--- config.mk ---
export PLATFORM = sky130hd
export DESIGN_NAME = uart_byte_rx
export DESIGN_NICKNAME = d
export VERILOG_FILES = /design/src/rtl/uart_pkg.sv /design/src/rtl/uart_rx_tick_gen.sv /design/src/rtl/uart_byte_rx.sv
export SDC_FILE = /design/constraint.sdc
export NUM_CORES = 1
export LEC_CHECK = 0
export BUFFER_PORTS_ARGS = -buffer_cell sky130_fd_sc_hd__buf_2
export CAP_MARGIN = 20
export CORE_MARGIN = 8
export CORE_UTILIZATION = 40
export DETAILED_ROUTE_END_ITERATION = 8
export PLACE_DENSITY = 0.66
export SLEW_MARGIN = 0
export SYNTH_ARGS = -nofsm -noshare
export SYNTH_HDL_FRONTEND = slang
export SYNTH_SLANG_ARGS = --single-unit
--- constraint.sdc ---
create_clock -name Clk -period 5.78 [get_ports Clk]
set_input_delay 0.578 -clock Clk [delete_from_list [all_inputs] [get_ports Clk]]
set_output_delay 0.578 -clock Clk [all_outputs]
set_load 0.03 [all_outputs]
--- src/rtl/uart_pkg.sv ---
// Shared UART definitions: baud table, receive FSM encoding and 16x oversample factor.
// The baud table is shared by the receiver and transmitter so both agree on rates.
package uart_pkg;

    localparam int unsigned OVERSAMPLE = 16;
    localparam logic [2:0]  BAUD_SEL_DEFAULT = 3'd4;

    typedef enum logic [1:0] {
        ST_IDLE  = 2'd0,
        ST_START = 2'd1,
        ST_DATA  = 2'd2,
        ST_STOP  = 2'd3
    } rx_state_t;

    function automatic int unsigned baud_bps(input logic [2:0] sel);
        case (sel)
            3'd0:    return 9600;
            3'd1:    return 19200;
            3'd2:    return 38400;
            3'd3:    return 57600;
            default: return 115200;
        endcase
    endfunction

    // Clk cycles per oversample tick, truncated toward zero.
    function automatic logic [8:0] baud_div(input int unsigned clk_freq, input logic [2:0] sel);
        int unsigned d;
        d = clk_freq / (OVERSAMPLE * baud_bps(sel));
        return d[8:0];
    endfunction

endpackage

--- src/rtl/uart_rx_tick_gen.sv ---
// 16x oversample tick strobe; the rate is captured on restart so it stays fixed for a whole frame.
module uart_rx_tick_gen
    import uart_pkg::*;
#(
    parameter int unsigned CLK_FREQ = 50000000
) (
    input  logic       Clk,
    input  logic       Reset_n,
    input  logic       i_restart,
    input  logic [2:0] i_baud_set,
    output logic       o_tick
);

    logic [8:0] r_div;
    logic [8:0] r_cnt;
    logic [8:0] w_div_new;

    assign w_div_new = baud_div(CLK_FREQ, i_baud_set);

    // Down-counter: first tick lands DIV cycles after restart, then every DIV cycles.
    always_ff @(posedge Clk or negedge Reset_n) begin
        if (!Reset_n) begin
            r_div <= baud_div(CLK_FREQ, BAUD_SEL_DEFAULT);
            r_cnt <= '0;
        end else if (i_restart) begin
            r_div <= w_div_new;
            r_cnt <= w_div_new - 9'd1;
        end else if (r_cnt == 9'd0) begin
            r_cnt <= r_div - 9'd1;
        end else begin
            r_cnt <= r_cnt - 9'd1;
        end
    end

    assign o_tick = (r_cnt == 9'd0) && !i_restart;

endmodule

--- src/rtl/uart_byte_rx.sv ---
// 8N1 UART byte receiver with 5-sample majority vote per bit.
//   state | meaning
//   IDLE  | waiting for synchronized 1->0 edge
//   START | voting on start bit; majority 1 is a glitch, back to IDLE
//   DATA  | voting and shifting 8 data bits, LSB first
//   STOP  | voting on stop bit; decide one cycle after tick 10, then IDLE
module uart_byte_rx
    import uart_pkg::*;
#(
    parameter int unsigned CLK_FREQ = 50000000
) (
    input  logic       Clk,
    input  logic       Reset_n,
    input  logic       uart_rx,
    input  logic [2:0] baud_set,
    output logic [7:0] Data,
    output logic       rx_done,
    output logic       frame_err
);

    rx_state_t  r_state;
    logic       r_sync1, r_sync2, r_sync3;
    logic [3:0] r_tick_idx;
    logic [2:0] r_bit_idx;
    logic [2:0] r_votes;
    logic [7:0] r_shift;
    logic [7:0] r_data;
    logic       r_rx_done, r_frame_err;
    logic       r_stop_bit, r_decide;

    logic       w_start, w_tick, w_restart, w_vote_win, w_maj;
    logic [2:0] w_ones;

    always_ff @(posedge Clk or negedge Reset_n) begin
        if (!Reset_n) begin
            r_sync1 <= 1'b1;
            r_sync2 <= 1'b1;
            r_sync3 <= 1'b1;
        end else begin
            r_sync1 <= uart_rx;
            r_sync2 <= r_sync1;
            r_sync3 <= r_sync2;
        end
    end

    assign w_start    = r_sync3 & ~r_sync2;
    assign w_restart  = (r_state == ST_IDLE) && w_start;
    assign w_vote_win = (r_tick_idx >= 4'd6) && (r_tick_idx <= 4'd9);
    // Tick 10 is the fifth sample, so it joins the vote combinationally.
    assign w_ones     = r_votes + {2'b00, r_sync2};
    assign w_maj      = (w_ones >= 3'd3);

    uart_rx_tick_gen #(.CLK_FREQ(CLK_FREQ)) u_tick_gen (
        .Clk        (Clk),
        .Reset_n    (Reset_n),
        .i_restart  (w_restart),
        .i_baud_set (baud_set),
        .o_tick     (w_tick)
    );

    always_ff @(posedge Clk or negedge Reset_n) begin
        if (!Reset_n) begin
            r_state     <= ST_IDLE;
            r_tick_idx  <= '0;
            r_bit_idx   <= '0;
            r_votes     <= '0;
            r_shift     <= '0;
            r_data      <= '0;
            r_rx_done   <= 1'b0;
            r_frame_err <= 1'b0;
            r_stop_bit  <= 1'b0;
            r_decide    <= 1'b0;
        end else begin
            r_rx_done   <= 1'b0;
            r_frame_err <= 1'b0;
            case (r_state)
                ST_IDLE: begin
                    if (w_start) begin
                        r_state    <= ST_START;
                        r_tick_idx <= '0;
                        r_bit_idx  <= '0;
                        r_votes    <= '0;
                    end
                end
                ST_START, ST_DATA: begin
                    if (w_tick) begin
                        r_tick_idx <= r_tick_idx + 4'd1;
                        if (w_vote_win)
                            r_votes <= w_ones;
                        if (r_tick_idx == 4'd10) begin
                            r_votes <= '0;
                            if (r_state == ST_START && w_maj)
                                r_state <= ST_IDLE;
                            if (r_state == ST_DATA)
                                r_shift <= {w_maj, r_shift[7:1]};
                        end
                        if (r_tick_idx == 4'd15) begin
                            if (r_state == ST_START) begin
                                r_state <= ST_DATA;
                            end else begin
                                r_bit_idx <= r_bit_idx + 3'd1;
                                if (r_bit_idx == 3'd7)
                                    r_state <= ST_STOP;
                            end
                        end
                    end
                end
                ST_STOP: begin
                    if (r_decide) begin
                        r_decide <= 1'b0;
                        r_state  <= ST_IDLE;
                        if (r_stop_bit) begin
                            r_data    <= r_shift;
                            r_rx_done <= 1'b1;
                        end else begin
                            r_frame_err <= 1'b1;
                        end
                    end else if (w_tick) begin
                        r_tick_idx <= r_tick_idx + 4'd1;
                        if (w_vote_win)
                            r_votes <= w_ones;
                        if (r_tick_idx == 4'd10) begin
                            r_votes    <= '0;
                            r_stop_bit <= w_maj;
                            r_decide   <= 1'b1;
                        end
                    end
                end
                default: r_state <= ST_IDLE;
            endcase
        end
    end

    assign Data      = r_data;
    assign rx_done   = r_rx_done;
    assign frame_err = r_frame_err;

endmodule

==> results of run 1 <==
-- routing by layer --
layer / part of all wire / vias up / track usage
met4: 0.042 / 0 / 0.0933
met1: 0.41 / 6669 / 0.336
li1: - / 6431 / -
met3: 0.079 / 166 / 0.0280
met5: 0 / - / 0
met2: 0.47 / 670 / 0.435
-- layout by cell type (no fill, tap or decap), types with 17 or more instances in the layout --
cell and instances:
sky130_fd_sc_hd__buf_4 612, sky130_fd_sc_hd__nor2_1 108, sky130_fd_sc_hd__nand2_1 92, sky130_fd_sc_hd__ha_1 88, sky130_fd_sc_hd__a21oi_1 80, sky130_fd_sc_hd__o21ai_0 58
sky130_fd_sc_hd__dfrtp_1 46, sky130_fd_sc_hd__o21a_1 37, sky130_fd_sc_hd__xnor2_1 35, sky130_fd_sc_hd__nand3_1 34, sky130_fd_sc_hd__a21o_1 34, sky130_fd_sc_hd__nand2b_1 33
sky130_fd_sc_hd__nor3_1 31, sky130_fd_sc_hd__inv_1 30, sky130_fd_sc_hd__mux2_2 25, sky130_fd_sc_hd__a211oi_1 24, sky130_fd_sc_hd__a21oi_2 24, sky130_fd_sc_hd__a31oi_1 24
sky130_fd_sc_hd__ha_4 22, sky130_fd_sc_hd__mux2i_1 20, sky130_fd_sc_hd__and3_1 17, sky130_fd_sc_hd__o31ai_1 17
-- final cells by class --
cell class	instances	area (um2)
multi-input cells	1218	9700
fillers	1852	8490
repair buffers	644	4930
flip-flops and latches	53	1340
well taps	330	413
inverters	40	159
clock buffers	5	125
clock inverters	3	26.3
-- sequential cells by signal, indices dropped and copies added (netlist names), named ones only --
signal	cells
rx_done	1
u_tick_gen.r_cnt	9
r_votes	3
r_state	1
u_tick_gen.r_div	9
r_sync1	1
r_shift	8
r_tick_idx	4
frame_err	1
r_decide	1
r_sync3	1
r_bit_idx	3
r_sync2	1
Data	8
r_stop_bit	1
-- per-stage QoR --
stage / hold slack [ns] / instance area (um2)
after global routing: 0.361 / 16700
after detailed placement: 0.347 / 14700
after global placement: 0.347 / 14700
after floorplan: 0.282 / 10900
final: 0.359 / 16700
after CTS: 0.358 / 16100
-- cells by family (layout without fill, tap and decap cells) --
logic type,after synthesis,count (layout),share of synthesized area
AO/OA/AOI/OAI,498,498,0.343
adder cells (fa/ha/maj),111,111,0.135
flip-flops,53,53,0.130
multiplexers,54,54,0.0573
XOR/XNOR,52,52,0.0443
other,2,7,0.000731
buffers and inverters,94,692,0.0392
AND/OR/NAND/NOR,496,496,0.250
-- cells in the mapped netlist, drive strengths merged (32+ instances only) --
library cell,instances,area share
xnor2,35,0.030
nand2,109,0.040
o21ai,80,0.039
mux2,32,0.036
a21oi,113,0.057
nand2b,36,0.022
dfrtp,46,0.11
nor3,39,0.021
ha,111,0.14
a21o,35,0.026
o21a,37,0.027
nand3,39,0.020
inv,38,0.014
nor2,131,0.049
-- final timing paths --
kind / startpoint / end / slack [ns]
worst max-delay path: baud_set[2] / u_tick_gen.r_cnt[8] / -20.85
worst min-delay path: r_sync1 / r_sync2 / 0.36
worst max register to register: flop / u_tick_gen.r_cnt[8] / 2.83
worst min register to register: r_sync1 / r_sync2 / 0.36
max in group asynchronous: Reset_n / Data[3] / 4.95
min in group asynchronous: Reset_n / r_shift[0] / 0.39
-- worst max-delay path, delay by kind of cell --
kind            cells  cell delay, ns
compound gates     74           13.02
xor+xnor            2            0.27
fa+ha+maj          15            3.92
buf+inv            18            2.17
mux                 2            0.35
simple gates       48            6.43
-- repair_timing --
action                                  in CTS  in global routing
pin swaps                                   83                 41
buffers inserted                           105                 35
resized for setup                           84                 73
endpoints found under the setup margin      17                 17
==> report_table.html, run 1 <==
<table>
<tr><th>Metric</th><th>Value</th></tr>
<tr><th colspan="2">Placed design</th></tr>
<tr><td>Cell count after placement</td><td>around 2,100</td></tr>
<tr><td># port buffers</td><td>15</td></tr>
<tr><td>Routability-driven placement congestion ratio</td><td>around 0.95</td></tr>
<tr><td>Post-DP HPWL</td><td>29,400 um</td></tr>
<tr><td>Worst Setup Slack post-DPL</td><td>-20.96 ns</td></tr>
<tr><th colspan="2">GRT</th></tr>
<tr><td>Wire length of the first global-routing pass</td><td>a little under 70,000 um</td></tr>
<tr><td>Total Routing Usage GR</td><td>0.258</td></tr>
<tr><td>Number of global-route vias before repair</td><td>roughly 13,000</td></tr>
<tr><td>GR Overflow Total</td><td>0</td></tr>
<tr><td>Largest net degree at the start of global routing</td><td>54</td></tr>
<tr><td>Antenna violations before repair</td><td>0</td></tr>
<tr><th colspan="2">Final layout</th></tr>
<tr><td>Diode insertion count for antenna repair</td><td>0</td></tr>
<tr><td>Layout cell share with drive strength beyond 1</td><td>0.461</td></tr>
<tr><td>Nets</td><td>roughly 2,100</td></tr>
<tr><td>Area delta synth-&gt;final</td><td>62.5%</td></tr>
<tr><td>Final Non-Filler Cells</td><td>about 2,300</td></tr>
<tr><td>Core occupancy in the finished layout</td><td>0.663</td></tr>
<tr><th colspan="2">Synth</th></tr>
<tr><td>Share of flip-flops with an asynchronous set or reset after synthesis</td><td>1.00</td></tr>
<tr><td>#FFs+latches synth</td><td>between 50 and 60</td></tr>
<tr><td>Top FF cell, synth</td><td>sky130_fd_sc_hd__dfrtp_1</td></tr>
<tr><td>Sequential fraction of the synthesis area</td><td>0.130</td></tr>
<tr><td>Cell Area, Synth</td><td>slightly above 10,000 um2</td></tr>
<tr><td>Synthesized instance count</td><td>1,360</td></tr>
<tr><td>Average cell area after synthesis</td><td>7.55 um2</td></tr>
<tr><td>Number of enable flip-flop cells after synthesis</td><td>0</td></tr>
<tr><td>Yosys Warn Count</td><td>0</td></tr>
<tr><td>Distinct cell type count of the synthesized netlist</td><td>around 110</td></tr>
<tr><th colspan="2">Outcome</th></tr>
<tr><td>Outcome</td><td>complete, but fails checks</td></tr>
<tr><td>Failing checks</td><td>setup timing</td></tr>
<tr><th colspan="2">Die</th></tr>
<tr><td>Core Box Area</td><td>25,200 um2</td></tr>
<tr><td>Die boundary width</td><td>approximately 180 um</td></tr>
<tr><td>Num rows</td><td>58</td></tr>
<tr><td>Floorplan die area</td><td>just over 30,000 um2</td></tr>
<tr><td>Die outline height</td><td>176 um</td></tr>
<tr><td>I/O pin count</td><td>16</td></tr>
<tr><td>Effective utilization at floorplan</td><td>0.408</td></tr>
<tr><th colspan="2">Setup path</th></tr>
<tr><td>Arr. time, crit path</td><td>26.80 ns</td></tr>
<tr><td>Worst stage delay on the critical path</td><td>between 0.4 and 0.5 ns</td></tr>
<tr><td>Required time of the critical path</td><td>5.96 ns</td></tr>
<tr><td>Crit start category</td><td>primary input</td></tr>
<tr><td>Capturing element type of the critical path</td><td>flop</td></tr>
<tr><td>Slowest cell on the critical path</td><td>sky130_fd_sc_hd__a2111o_1</td></tr>
<tr><td>Cell mode on critical path</td><td>sky130_fd_sc_hd__buf_4</td></tr>
<tr><td>Number of cells on the worst reg-to-reg path</td><td>12</td></tr>
<tr><td>Worst setup path category</td><td>primary input to flop</td></tr>
<tr><td>Crit-path max FO</td><td>7</td></tr>
<tr><th colspan="2">Routing</th></tr>
<tr><td>Detailed-route wire length per cell</td><td>19.4 um</td></tr>
<tr><td>Via count of the routed design</td><td>approximately 14,000</td></tr>
<tr><td>Post-DR vias/cell</td><td>6.08</td></tr>
<tr><td>Starting DRC count in detailed routing</td><td>~1,500</td></tr>
<tr><td>Count of unresolved DRC violations after routing</td><td>0</td></tr>
<tr><td>Number of nets with antenna violations after detailed routing</td><td>0</td></tr>
<tr><td>Total iterations of the first detailed-routing run</td><td>6</td></tr>
<tr><td>Total wirelength of the detailed-routed design</td><td>approximately 44,000 um</td></tr>
<tr><th colspan="2">STA</th></tr>
<tr><td>Final Hold Viols</td><td>0</td></tr>
<tr><td>Time the final worst path needs with I/O delays and setup</td><td>roughly 27 ns</td></tr>
<tr><td>Normalized max-slew margin</td><td>0.524</td></tr>
<tr><td>Clock Skews</td><td>0.00558 ns</td></tr>
<tr><td>Setup repair after global routing missed its margin</td><td>yes</td></tr>
<tr><td>Pins Over Slew Limit</td><td>0</td></tr>
<tr><td>Achievable clock frequency</td><td>0.0376 GHz</td></tr>
<tr><td>Final period utilization</td><td>4.61</td></tr>
<tr><td>Final-report setup violation count</td><td>17</td></tr>
<tr><td>Setup tns final</td><td>-288.81 ns</td></tr>
<tr><td>Transition time at the pin with the least slew margin</td><td>a little over 0.7 ns</td></tr>
<tr><td>Setup WS post-layout</td><td>-20.85 ns</td></tr>
<tr><th colspan="2">Clocking</th></tr>
<tr><td>Worst-case clock buffer depth</td><td>2</td></tr>
<tr><td>Clock Sink Count</td><td>53</td></tr>
<tr><td>Maximum level of the CTS H-tree</td><td>2</td></tr>
<tr><td>Quantity of hold-fixing buffers added after cts</td><td>0</td></tr>
<tr><td>Root buffer cell</td><td>sky130_fd_sc_hd__clkbuf_16</td></tr>
<tr><td>TritonCTS clock tree</td><td>done</td></tr>
<tr><td>CTS Buf Count</td><td>5</td></tr>
<tr><td>Insertion delay of the later-clocked pin in the worst-skew pair</td><td>roughly 0.30 ns</td></tr>
<tr><td>Clock-pin slew on the worst setup and hold paths</td><td>approximately 0.070 ns</td></tr>
<tr><th colspan="2">Hold path</th></tr>
<tr><td>Hold depth</td><td>0</td></tr>
<tr><td>Type of the most critical hold path</td><td>flop to flop</td></tr>
<tr><th colspan="2">Job</th></tr>
<tr><td># Max-Cap Violations</td><td>0</td></tr>
</table>
Power of run 1 is left out: the tool's default activity adds up to more than one toggle a clock period on the data nets, which glitch-free logic cannot reach.
==> run 2: changes to the inputs <==
--- a/config.mk
+++ b/config.mk
@@ -11,6 +11,7 @@
 export CORE_UTILIZATION = 40
 export DETAILED_ROUTE_END_ITERATION = 8
 export PLACE_DENSITY = 0.66
+export RECOVER_POWER = 100
 export SLEW_MARGIN = 0
 export SYNTH_ARGS = -nofsm -noshare
 export SYNTH_HDL_FRONTEND = slang
==> run 2 against run 1 <==
Against the previous run: the flow finishes with violations (capacitance limit, slew limit, setup timing); cell area hardly changed; sequential share of layout area hardly changed; maximum frequency is 0.13% lower; utilization is 0.065 points lower; non-clock buffer count stayed put; clock-buffer cell count stayed put; register-to-register slack hardly changed; via count is 0.32% higher; worst hold slack better by 0.0039 ns; critical path type unchanged; largest cell class unchanged; highest routed layer unchanged.
==> report_table.html, run 2 (same netlist as run 1, synthesis figures left out) <==
<table>
<tr><th>Metric</th><th>Value</th></tr>
<tr><th colspan="2">Clocking</th></tr>
<tr><td>Clock-pin slew on the worst setup and hold paths</td><td>roughly 0.070 ns</td></tr>
<tr><td>Worst-case clock buffer depth</td><td>2</td></tr>
<tr><td>Root buffer cell</td><td>sky130_fd_sc_hd__clkbuf_16</td></tr>
<tr><td>CTS Buf Count</td><td>5</td></tr>
<tr><td>Insertion delay of the later-clocked pin in the worst-skew pair</td><td>about 0.29 ns</td></tr>
<tr><td>Maximum level of the CTS H-tree</td><td>2</td></tr>
<tr><td>TritonCTS clock tree</td><td>done</td></tr>
<tr><td>Clock Sink Count</td><td>53</td></tr>
<tr><td>Quantity of hold-fixing buffers added after cts</td><td>0</td></tr>
<tr><th colspan="2">Final layout</th></tr>
<tr><td>Core occupancy in the finished layout</td><td>0.662</td></tr>
<tr><td>Layout cell share with drive strength beyond 1</td><td>0.455</td></tr>
<tr><td>Nets</td><td>between 2,000 and 2,500</td></tr>
<tr><td>Area delta synth-&gt;final</td><td>62.4%</td></tr>
<tr><td>Largest registers in the final layout</td><td>u_tick_gen.r_cnt: 9 flops, u_tick_gen.r_div: 9 flops</td></tr>
<tr><td>Final Non-Filler Cells</td><td>between 2,000 and 2,500</td></tr>
<tr><td>Flip-flop and latch area</td><td>roughly 1300 um2</td></tr>
<tr><td>Filler cell count in the final layout</td><td>1,855</td></tr>
<tr><td>Commonest non-fill, non-tap cell in the layout</td><td>sky130_fd_sc_hd__buf_4</td></tr>
<tr><td>Area taken by multi-input logic gates</td><td>9700 um2</td></tr>
<tr><td>Leading cell types in the layout, fill and taps excluded</td><td>sky130_fd_sc_hd__buf_4, sky130_fd_sc_hd__nor2_1, sky130_fd_sc_hd__nand2_1, sky130_fd_sc_hd__ha_1, sky130_fd_sc_hd__a21oi_1</td></tr>
<tr><td>Post-route cell area</td><td>approximately 17,000 um2</td></tr>
<tr><td>Diode insertion count for antenna repair</td><td>0</td></tr>
<tr><th colspan="2">Setup path</th></tr>
<tr><td>Crit start category</td><td>primary input</td></tr>
<tr><td>Cell family with most CP delay</td><td>compound AO/OA/AOI/OAI gates</td></tr>
<tr><td>Worst setup path category</td><td>primary input to flop</td></tr>
<tr><td>Register-to-register setup slack</td><td>around 2.8 ns</td></tr>
<tr><td>Worst stage delay on the critical path</td><td>~0.5 ns</td></tr>
<tr><td>Number of buffers and inverters on the critical path</td><td>18</td></tr>
<tr><td>Arr. time, crit path</td><td>between 20 and 30 ns</td></tr>
<tr><td>Crit-path max FO</td><td>7</td></tr>
<tr><td>Cell mode on critical path</td><td>sky130_fd_sc_hd__buf_4</td></tr>
<tr><td>Slowest cell on the critical path</td><td>sky130_fd_sc_hd__a2111o_1</td></tr>
<tr><td>Capturing element type of the critical path</td><td>flop</td></tr>
<tr><td>Required time of the critical path</td><td>5.99 ns</td></tr>
<tr><th colspan="2">GRT</th></tr>
<tr><td>Number of global-route vias before repair</td><td>13,400</td></tr>
<tr><td>GR Overflow Total</td><td>0</td></tr>
<tr><td>Antenna violations before repair</td><td>0</td></tr>
<tr><td>Total Routing Usage GR</td><td>0.258</td></tr>
<tr><td>Wire length of the first global-routing pass</td><td>~67,000 um</td></tr>
<tr><td>Largest net degree at the start of global routing</td><td>54</td></tr>
<tr><th colspan="2">Routing</th></tr>
<tr><td>Post-DR vias/cell</td><td>approximately 6.1</td></tr>
<tr><td>Total iterations of the first detailed-routing run</td><td>6</td></tr>
<tr><td>Starting DRC count in detailed routing</td><td>1,494</td></tr>
<tr><td>Total wirelength of the detailed-routed design</td><td>44,500 um</td></tr>
<tr><td>Detailed-route wire length per cell</td><td>19.4 um</td></tr>
<tr><td>Count of unresolved DRC violations after routing</td><td>0</td></tr>
<tr><td>Number of nets with antenna violations after detailed routing</td><td>0</td></tr>
<tr><td>Via count of the routed design</td><td>approximately 14,000</td></tr>
<tr><th colspan="2">STA</th></tr>
<tr><td>Achievable clock frequency</td><td>approximately 0.038 GHz</td></tr>
<tr><td>Transition time at the pin with the least slew margin</td><td>about 2.8 ns</td></tr>
<tr><td>Final Hold Viols</td><td>0</td></tr>
<tr><td>Final-report setup violation count</td><td>17</td></tr>
<tr><td>Setup repair after global routing missed its margin</td><td>yes</td></tr>
<tr><td>Pins Over Slew Limit</td><td>54</td></tr>
<tr><td>Clock Skews</td><td>roughly 0.0045 ns</td></tr>
<tr><td>Final period utilization</td><td>4.61</td></tr>
<tr><td>Setup WS post-layout</td><td>-20.88 ns</td></tr>
<tr><td>Time the final worst path needs with I/O delays and setup</td><td>between 20 and 30 ns</td></tr>
<tr><td>Normalized max-slew margin</td><td>-0.834</td></tr>
<tr><th colspan="2">Die</th></tr>
<tr><td>I/O pin count</td><td>16</td></tr>
<tr><td>Core Box Area</td><td>~25,000 um2</td></tr>
<tr><td>Floorplan die area</td><td>between 30,000 and 40,000 um2</td></tr>
<tr><td>Die boundary width</td><td>approximately 180 um</td></tr>
<tr><td>Effective utilization at floorplan</td><td>0.408</td></tr>
<tr><td>Num rows</td><td>between 50 and 60</td></tr>
<tr><td>Die outline height</td><td>176 um</td></tr>
<tr><th colspan="2">Placed design</th></tr>
<tr><td>Worst Setup Slack post-DPL</td><td>-20.96 ns</td></tr>
<tr><td>Total placed instance area</td><td>between 10,000 and 15,000 um2</td></tr>
<tr><td># port buffers</td><td>15</td></tr>
<tr><td>Cell count after placement</td><td>approximately 2,100</td></tr>
<tr><td>Post-DP HPWL</td><td>around 29,000 um</td></tr>
<tr><td>Routability-driven placement congestion ratio</td><td>~0.95</td></tr>
<tr><th colspan="2">Outcome</th></tr>
<tr><td>Outcome</td><td>complete, but fails checks</td></tr>
<tr><td>Failing checks</td><td>capacitance limit, slew limit, setup timing</td></tr>
<tr><th colspan="2">Hold path</th></tr>
<tr><td>Type of the most critical hold path</td><td>flop to flop</td></tr>
<tr><th colspan="2">Job</th></tr>
<tr><td># Max-Cap Violations</td><td>1</td></tr>
</table>
[run 2: cell type report]
| type | instances | share of cell area |
|---|---|---|
| multi-input combinational | 1218 | 0.582 |
| inverter | 40 | 0.00953 |
| sequential | 53 | 0.0801 |
| clock buffer | 5 | 0.00750 |
| tap | 330 | 0.0248 |
| clock inverter | 3 | 0.00158 |
| timing repair buffer | 644 | 0.295 |
[run 2: path summary, 6_finish.rpt]
check | startpoint | end | cells past startpoint
worst max-delay path | baud_set[2] | u_tick_gen.r_cnt[8] | 159
min in group asynchronous | Reset_n | r_shift[0] | 2
worst min-delay path | r_sync1 | r_sync2 | 0
worst min register to register | r_sync1 | r_sync2 | 0
max in group asynchronous | Reset_n | u_tick_gen.r_div[5] | 2
worst max register to register | flop | u_tick_gen.r_cnt[8] | 12
[run 2: per-stage QoR]
| step | setup TNS, ns | hold WS (ns) |
|---|---|---|
| 6_report | -289.24 | 0.363 |
| 5_1_grt | -305.69 | 0.366 |
| 4_1_cts | -275.37 | 0.358 |
| 3_5_place_dp | -290.90 | 0.347 |
| 3_3_place_gp | -276.26 | 0.347 |
| 2_1_floorplan | -298.06 | 0.282 |
[run 2: worst reg2reg max path, delay by kind of cell, from the launching register on]
kind                     cells  cell delay, ns
AO/OA/AOI/OAI                3            0.78
XOR/XNOR                     1            0.20
adder cells (fa/ha/maj)      2            0.52
buffers and inverters        3            0.32
flip-flops                   1            0.44
AND/OR/NAND/NOR              3            0.63
[run 2: repair_timing]
| item | 4_1_cts | 5_1_grt |
|---|---|---|
| setup endpoints to repair | 17 | 17 |
| buffers inserted | 105 | 35 |
| resized for setup | 84 | 73 |
| pin swaps | 83 | 41 |
[run 2: layer usage]
metal  GRT usage  vias up  wire [um]
met5           0        -          0
met4      0.0933        0       1970
met3      0.0280      201       3620
met2       0.435      700      20700
met1       0.336     6644      18200
li1            -     6436          -
Power of run 2 is left out for the same reason.
